## config.mk

```make
export PLATFORM = sky130hd
export DESIGN_NAME = vga_pipe_ctrl
export DESIGN_NICKNAME = d
export VERILOG_FILES = /design/src/rtl/vga_pipe_ctrl.sv
export SDC_FILE = /design/constraint.sdc
export NUM_CORES = 1
export LEC_CHECK = 0
export BUFFER_PORTS_ARGS = -buffer_cell sky130_fd_sc_hd__buf_2
export CELL_PAD_IN_SITES_DETAIL_PLACEMENT = 1
export CELL_PAD_IN_SITES_GLOBAL_PLACEMENT = 1
export CORE_MARGIN = 3
export CORE_UTILIZATION = 30
export DETAILED_ROUTE_END_ITERATION = 8
export GPL_TIMING_DRIVEN = 0
export MAX_ROUTING_LAYER = met4
export PLACE_DENSITY_LB_ADDON = 0.1
export SLEW_MARGIN = 15
export SYNTH_ARGS = -nofsm -noshare
export SYNTH_HDL_FRONTEND = slang
export SYNTH_SLANG_ARGS = --single-unit
export TNS_END_PERCENT = 100
```

## constraint.sdc

```tcl
create_clock -name div_2 -period 5.06 [get_ports div_2]
set_input_delay 0.759 -clock div_2 [delete_from_list [all_inputs] [get_ports div_2]]
set_output_delay 0.759 -clock div_2 [all_outputs]
set_load 0.02 [all_outputs]
```

## src/rtl/vga_pipe_ctrl.sv

```systemverilog
// vga_pipe_ctrl: VGA raster timing with pipeline-aligned sync and colour,
// per-pixel darkening and a frame-paced global fade toward a brightness goal.
module vga_pipe_ctrl #(
   parameter int HD          = 640,
   parameter int HF          = 16,
   parameter int HS          = 96,
   parameter int HB          = 48,
   parameter int VD          = 480,
   parameter int VF          = 10,
   parameter int VS          = 2,
   parameter int VB          = 33,
   parameter int CW          = 10,
   parameter int PIPE        = 2,
   parameter int FADE_FRAMES = 2,
   parameter bit SYNC_POL    = 1'b0
) (
   input  logic          div_2,
   input  logic          rst,
   input  logic [11:0]   pixel_in,
   input  logic [3:0]    dim,
   input  logic [3:0]    fade_target,
   output logic [CW-1:0] h_cnt,
   output logic [CW-1:0] v_cnt,
   output logic          frame_start,
   output logic [3:0]    fade_level,
   output logic          fade_done,
   output logic          hsync,
   output logic          vsync,
   output logic [3:0]    vgaRed,
   output logic [3:0]    vgaGreen,
   output logic [3:0]    vgaBlue
);

   localparam int HT   = HD + HF + HS + HB;
   localparam int VT   = VD + VF + VS + VB;
   localparam int FC_W = (FADE_FRAMES > 1) ? $clog2(FADE_FRAMES) : 1;

   localparam logic [CW-1:0]   ONE    = CW'(1);
   localparam logic [CW-1:0]   H_LAST = CW'(HT - 1);
   localparam logic [CW-1:0]   V_LAST = CW'(VT - 1);
   localparam logic [CW-1:0]   H_ACT  = CW'(HD);
   localparam logic [CW-1:0]   V_ACT  = CW'(VD);
   localparam logic [CW-1:0]   HS_BEG = CW'(HD + HF);
   localparam logic [CW-1:0]   HS_END = CW'(HD + HF + HS - 1);
   localparam logic [CW-1:0]   VS_BEG = CW'(VD + VF);
   localparam logic [CW-1:0]   VS_END = CW'(VD + VF + VS - 1);
   localparam logic [FC_W-1:0] F_LAST = FC_W'(FADE_FRAMES - 1);
   localparam logic [FC_W-1:0] F_ONE  = FC_W'(1);

   logic [CW-1:0]   pixel_cnt;
   logic [CW-1:0]   line_cnt;
   logic [FC_W-1:0] fcnt;
   logic            raw_h;
   logic            raw_v;
   logic            raw_valid;
   logic [PIPE-1:0] h_pipe;
   logic [PIPE-1:0] v_pipe;
   logic [PIPE-1:0] valid_pipe;
   logic [11:0]     pix_r;
   logic [3:0]      dim_r;
   logic [4:0]      k_sum;
   logic [3:0]      k_amt;

   // Darken one channel by k, clamping at zero.
   function automatic logic [3:0] shade(input logic [3:0] c, input logic [3:0] k);
      return (c > k) ? (c - k) : 4'd0;
   endfunction

   // Raster position: pixel wraps each line, line advances at end of line and wraps each frame.
   always_ff @(posedge div_2 or negedge rst) begin
      if (!rst) begin
         pixel_cnt <= '0;
         line_cnt  <= '0;
      end else if (pixel_cnt == H_LAST) begin
         pixel_cnt <= '0;
         if (line_cnt == V_LAST) begin
            line_cnt <= '0;
         end else begin
            line_cnt <= line_cnt + ONE;
         end
      end else begin
         pixel_cnt <= pixel_cnt + ONE;
      end
   end

   // Undelayed decode of the raster position: visible counters, frame marker, raw sync/valid.
   always_comb begin
      raw_h       = (pixel_cnt >= HS_BEG) && (pixel_cnt <= HS_END);
      raw_v       = (line_cnt >= VS_BEG) && (line_cnt <= VS_END);
      raw_valid   = (pixel_cnt < H_ACT) && (line_cnt < V_ACT);
      h_cnt       = (pixel_cnt < H_ACT) ? pixel_cnt : '0;
      v_cnt       = (line_cnt < V_ACT) ? line_cnt : '0;
      frame_start = (pixel_cnt == '0) && (line_cnt == '0);
   end

   // Delay sync and valid by PIPE stages; pixel data joins at the last stage so all leave together.
   always_ff @(posedge div_2 or negedge rst) begin
      if (!rst) begin
         h_pipe     <= '0;
         v_pipe     <= '0;
         valid_pipe <= '0;
         pix_r      <= 12'h000;
         dim_r      <= 4'h0;
      end else begin
         h_pipe[0]     <= raw_h;
         v_pipe[0]     <= raw_v;
         valid_pipe[0] <= raw_valid;
         for (int i = 1; i < PIPE; i++) begin
            h_pipe[i]     <= h_pipe[i-1];
            v_pipe[i]     <= v_pipe[i-1];
            valid_pipe[i] <= valid_pipe[i-1];
         end
         pix_r <= pixel_in;
         dim_r <= dim;
      end
   end

   // Frame pacing and fade: every FADE_FRAMES-th frame start moves the level one step toward the goal.
   always_ff @(posedge div_2 or negedge rst) begin
      if (!rst) begin
         fcnt       <= '0;
         fade_level <= 4'd15;
      end else if (frame_start) begin
         if (fcnt == F_LAST) begin
            fcnt <= '0;
            if (fade_level < fade_target) begin
               fade_level <= fade_level + 4'd1;
            end else if (fade_level > fade_target) begin
               fade_level <= fade_level - 4'd1;
            end else begin
               fade_level <= fade_level;
            end
         end else begin
            fcnt <= fcnt + F_ONE;
         end
      end else begin
         fcnt <= fcnt;
      end
   end

   // Output drive: sync polarity, fade status and darkened colour from the final-stage registers.
   always_comb begin
      hsync     = h_pipe[PIPE-1] ? SYNC_POL : ~SYNC_POL;
      vsync     = v_pipe[PIPE-1] ? SYNC_POL : ~SYNC_POL;
      fade_done = (fade_level == fade_target);
      k_sum     = {1'b0, fade_level} + {1'b0, dim_r};
      k_amt     = (k_sum > 5'd15) ? 4'd15 : k_sum[3:0];
      if (valid_pipe[PIPE-1]) begin
         vgaRed   = shade(pix_r[11:8], k_amt);
         vgaGreen = shade(pix_r[7:4], k_amt);
         vgaBlue  = shade(pix_r[3:0], k_amt);
      end else begin
         vgaRed   = 4'd0;
         vgaGreen = 4'd0;
         vgaBlue  = 4'd0;
      end
   end

endmodule

```

==> impl_results.md <==
- Status: finished, final reports clean
- Via count of the routed design: 2513
- Area grow syn2layout: 18.21%
- Die area: 0.01127 mm^2
- Net Count, Synth: 374
- Synthesis-stage register bit count: 47
- Fin. Hold Viols: 0
- Fin Hold WS: 0.3612 ns
- RSZ-0062 raised after global routing: false
- Leakage power: 1.851 nW
- Tightest Hold Check Type: reg -> reg
- Synth Flop Type: dfrtp_1
- CP max stage delay: 0.63 ns
- Worst Path Arrival: 3.73 ns
- Setup_tns: 0 ns
- Hold Path Sink: v_pipe[1]
- # fillers: 1154
- Highest clock rate: 222.9 MHz
- Post-synth EDFFs: 0
- Placer Congestion: 0.8161
- WL met3: 250 um
- Critical R2R Capture: fade_level[3]
- H-tree depth reported by CTS: 2
- FP Rows: 35
- Max Root-Sink Buffers: 2
- Worst R2R Setup Slack: 2.41 ns
- First-pass GRT wire length: 13030 um
- Clock Latency Late Sink: 0.31 ns
- Chip width: 106.2 um
- DRC errors left: 0
- CTS buffer count: 5
- Crit path max fanout: 10
- Part of the Yosys area used for sequential elements: 39.25%
- Core area: 0.009503 mm^2
- Delay-heaviest family, CP: adder cells
- Critical path buffers and inverters: 3
- Crit path time final: 4.486 ns
- Mean Syn Cell Area: 9.316 um^2
- Setup slack after placement: 0.8925 ns
- Synth async-reset ratio: 100.0%
- R2R Path Start: fade_level[1]
- Setup ws final: 0.5737 ns
- Worst r2r path cells: 10
- Max_slew headroom: 35.37%
- Clk root buf: clkbuf_8
- Final Setup Violations: 0
- Crit end category: output pin
- Syn Inst Count: 323
- Layout Nets: 441
- Post-CTS setup buffers: 0
- DP Area: 0.003471 mm^2
- DR pass1 iterations: 4
- Setup CP Type: reg -> out
- Tcrit/Tclk final: 88.66%
- CTS tree: done
- Initial Util: 31.67%
- Mapped cell area: 0.003009 mm^2
- Fraction of layout cells with a size suffix above 1: 22.51%
- WL met2: 3891 um
- Initial DRC Count: 44
- Max_cap viols: 0
- Routed wire length per instance: 14.71 um
- Ys Warns: 0
- Pin count of the biggest net entering global routing: 48
- GRT Overall Usage: 14.70%
- Vias in the first global route: 2668
- Setup crit start: fade_level[0]
- Fin. max-slew vios: 0
- Synth unique cells: 53
- Max layer used: met4
- Worst-Margin Slew: 0.9561 ns
- CP Cell Sequence: ha_1, inv_1, fa_1, and3_1, buf_1, xor2_1, ha_1, a21oi_1, o2bb2ai_1, o21ai_0, nor2_1, buf_2
- Antenna Cells: 0
- Wl on met1: 3443 um
- CTS Sinks: 47
- Drt via density: 4.833
- CP Launch Type: flip-flop
- Initial antenna violation count: 0
- Setup Skew: 0.01033 ns
- Final ANT Viol Nets: 0
- PortBufs: 60
- WHS Path Cells: 0
- # hold bufs at CTS: 0
- Worst VDD drop: 0.1007 mV
- Post-CTS sizing: 0
- IO Pins: 62
- Min-delay src: v_pipe[0]
- Most used cell, CP: ha_1
- Die height: 106.2 um
- Critical-path top delay cell: dfstp_2
- HPWL after DPL: 5895 um
- Clk slew on worst S/H paths: 0.09 ns
- Routed WL: 7647 um
- Grt total ovfl: 0
- Data required time of the worst path: 4.30 ns
- Layout Cell Area excl Fill: 0.003557 mm^2
- PwrDens: 241.1 mW/mm^2
-- worst max path at each step --
stage                  endpoint  slack [ns]  cells past startpoint
CTS                  vgaBlue[3]        0.53                     12
floorplan            vgaBlue[2]        1.39                     12
global route         vgaBlue[2]        0.25                     12
detailed placement  vgaGreen[2]        0.89                     13
global placement    vgaGreen[3]        0.87                     12
finish              vgaGreen[2]        0.57                     12
-- metrics by stage --
step           power (mW)  std cells  util, %
6_report           0.8575        520    37.43
2_1_floorplan      0.5656        323        -
5_1_grt            0.9225        520    37.43
3_3_place_gp       0.6371        512    36.52
4_1_cts            0.8814        520    37.41
3_5_place_dp       0.6401        512    36.52
-- layer usage --
layer  vias to the layer above  GRT usage, %
met3                         5         3.097
met2                        36         25.34
met1                      1230         17.66
li1                       1242             -
met5                         -             -
met4                         0         3.423
-- area by class of cell --
type	count	area (um^2)	share of cell area, %
buffer	11	63.81	1.794
timing repair buffer	60	302.8	8.512
clock buffer	5	68.82	1.935
sequential	47	1181	33.20
inverter	28	105.1	2.955
multi-input combinational	237	1659	46.64
clock inverter	3	15.01	0.4221
tap	129	161.4	4.537
-- placed cells by master, fill, tap and decap left out, types with 3 or more instances in the layout --
cell,count
nand3b_1,3
nor2_1,23
and2_1,16
o21ai_0,17
nor3_1,9
clkbuf_8,5
clkbuf_1,4
inv_1,28
nor2b_1,7
clkinv_2,3
xor2_1,11
and3_1,10
a21oi_1,12
a21o_1,6
o21a_1,3
a31oi_1,5
dfstp_2,4
nand3_1,14
xnor2_1,10
ha_1,27
nand4_1,6
nand2_1,24
o2bb2ai_1,3
dfrtp_1,43
buf_2,62
-- report_power, final --
group	leakage [nW]	internal [mW]	total (mW)	switching (mW)
clock	0.0477	0.0949	0.228	0.133
combinational	1.23	0.0944	0.239	0.144
sequential	0.575	0.384	0.391	0.00708
total	1.85	0.573	0.858	0.284
-- cells in the mapped netlist, drive strengths merged (4+ instances only) --
library cell / number / area [um^2]
a31oi: 5 / 31.28
nor2b: 7 / 43.79
clkbuf: 4 / 15.01
dfrtp: 43 / 1076
nand4: 6 / 37.54
nand2: 24 / 90.09
dfstp: 4 / 105.1
buf: 7 / 48.79
o21ai: 17 / 85.08
nand3: 14 / 70.07
and2: 17 / 107.6
a21o: 6 / 45.04
xor2: 12 / 112.6
a21oi: 12 / 60.06
nor3: 10 / 61.31
and3: 10 / 62.56
xnor2: 10 / 87.58
nor2: 23 / 86.33
ha: 27 / 337.8
inv: 28 / 105.1
-- cells by family (layout without fill, tap and decap cells) --
kind of cell / count (synthesis) / in the layout / share of synthesized area [%]
adder cells (fa/ha/maj): 29 / 29 / 12.56
other: 1 / 1 / 0.1246
multiplexers: 1 / 1 / 0.3742
buffers and inverters: 39 / 107 / 5.613
flip-flops: 47 / 47 / 39.25
AND/OR/NAND/NOR: 127 / 127 / 23.20
AO/OA/AOI/OAI: 57 / 57 / 12.23
XOR/XNOR: 22 / 22 / 6.653
-- flip-flops by register name (all words and copies together), names as in the netlist --
signal / flops
line_cnt: 10
fade_level: 4
valid_pipe: 2
dim_r: 4
pix_r: 12
h_pipe: 2
pixel_cnt: 10
v_pipe: 2
fcnt: 1
Note: power is estimated with default switching activity, not from simulation.
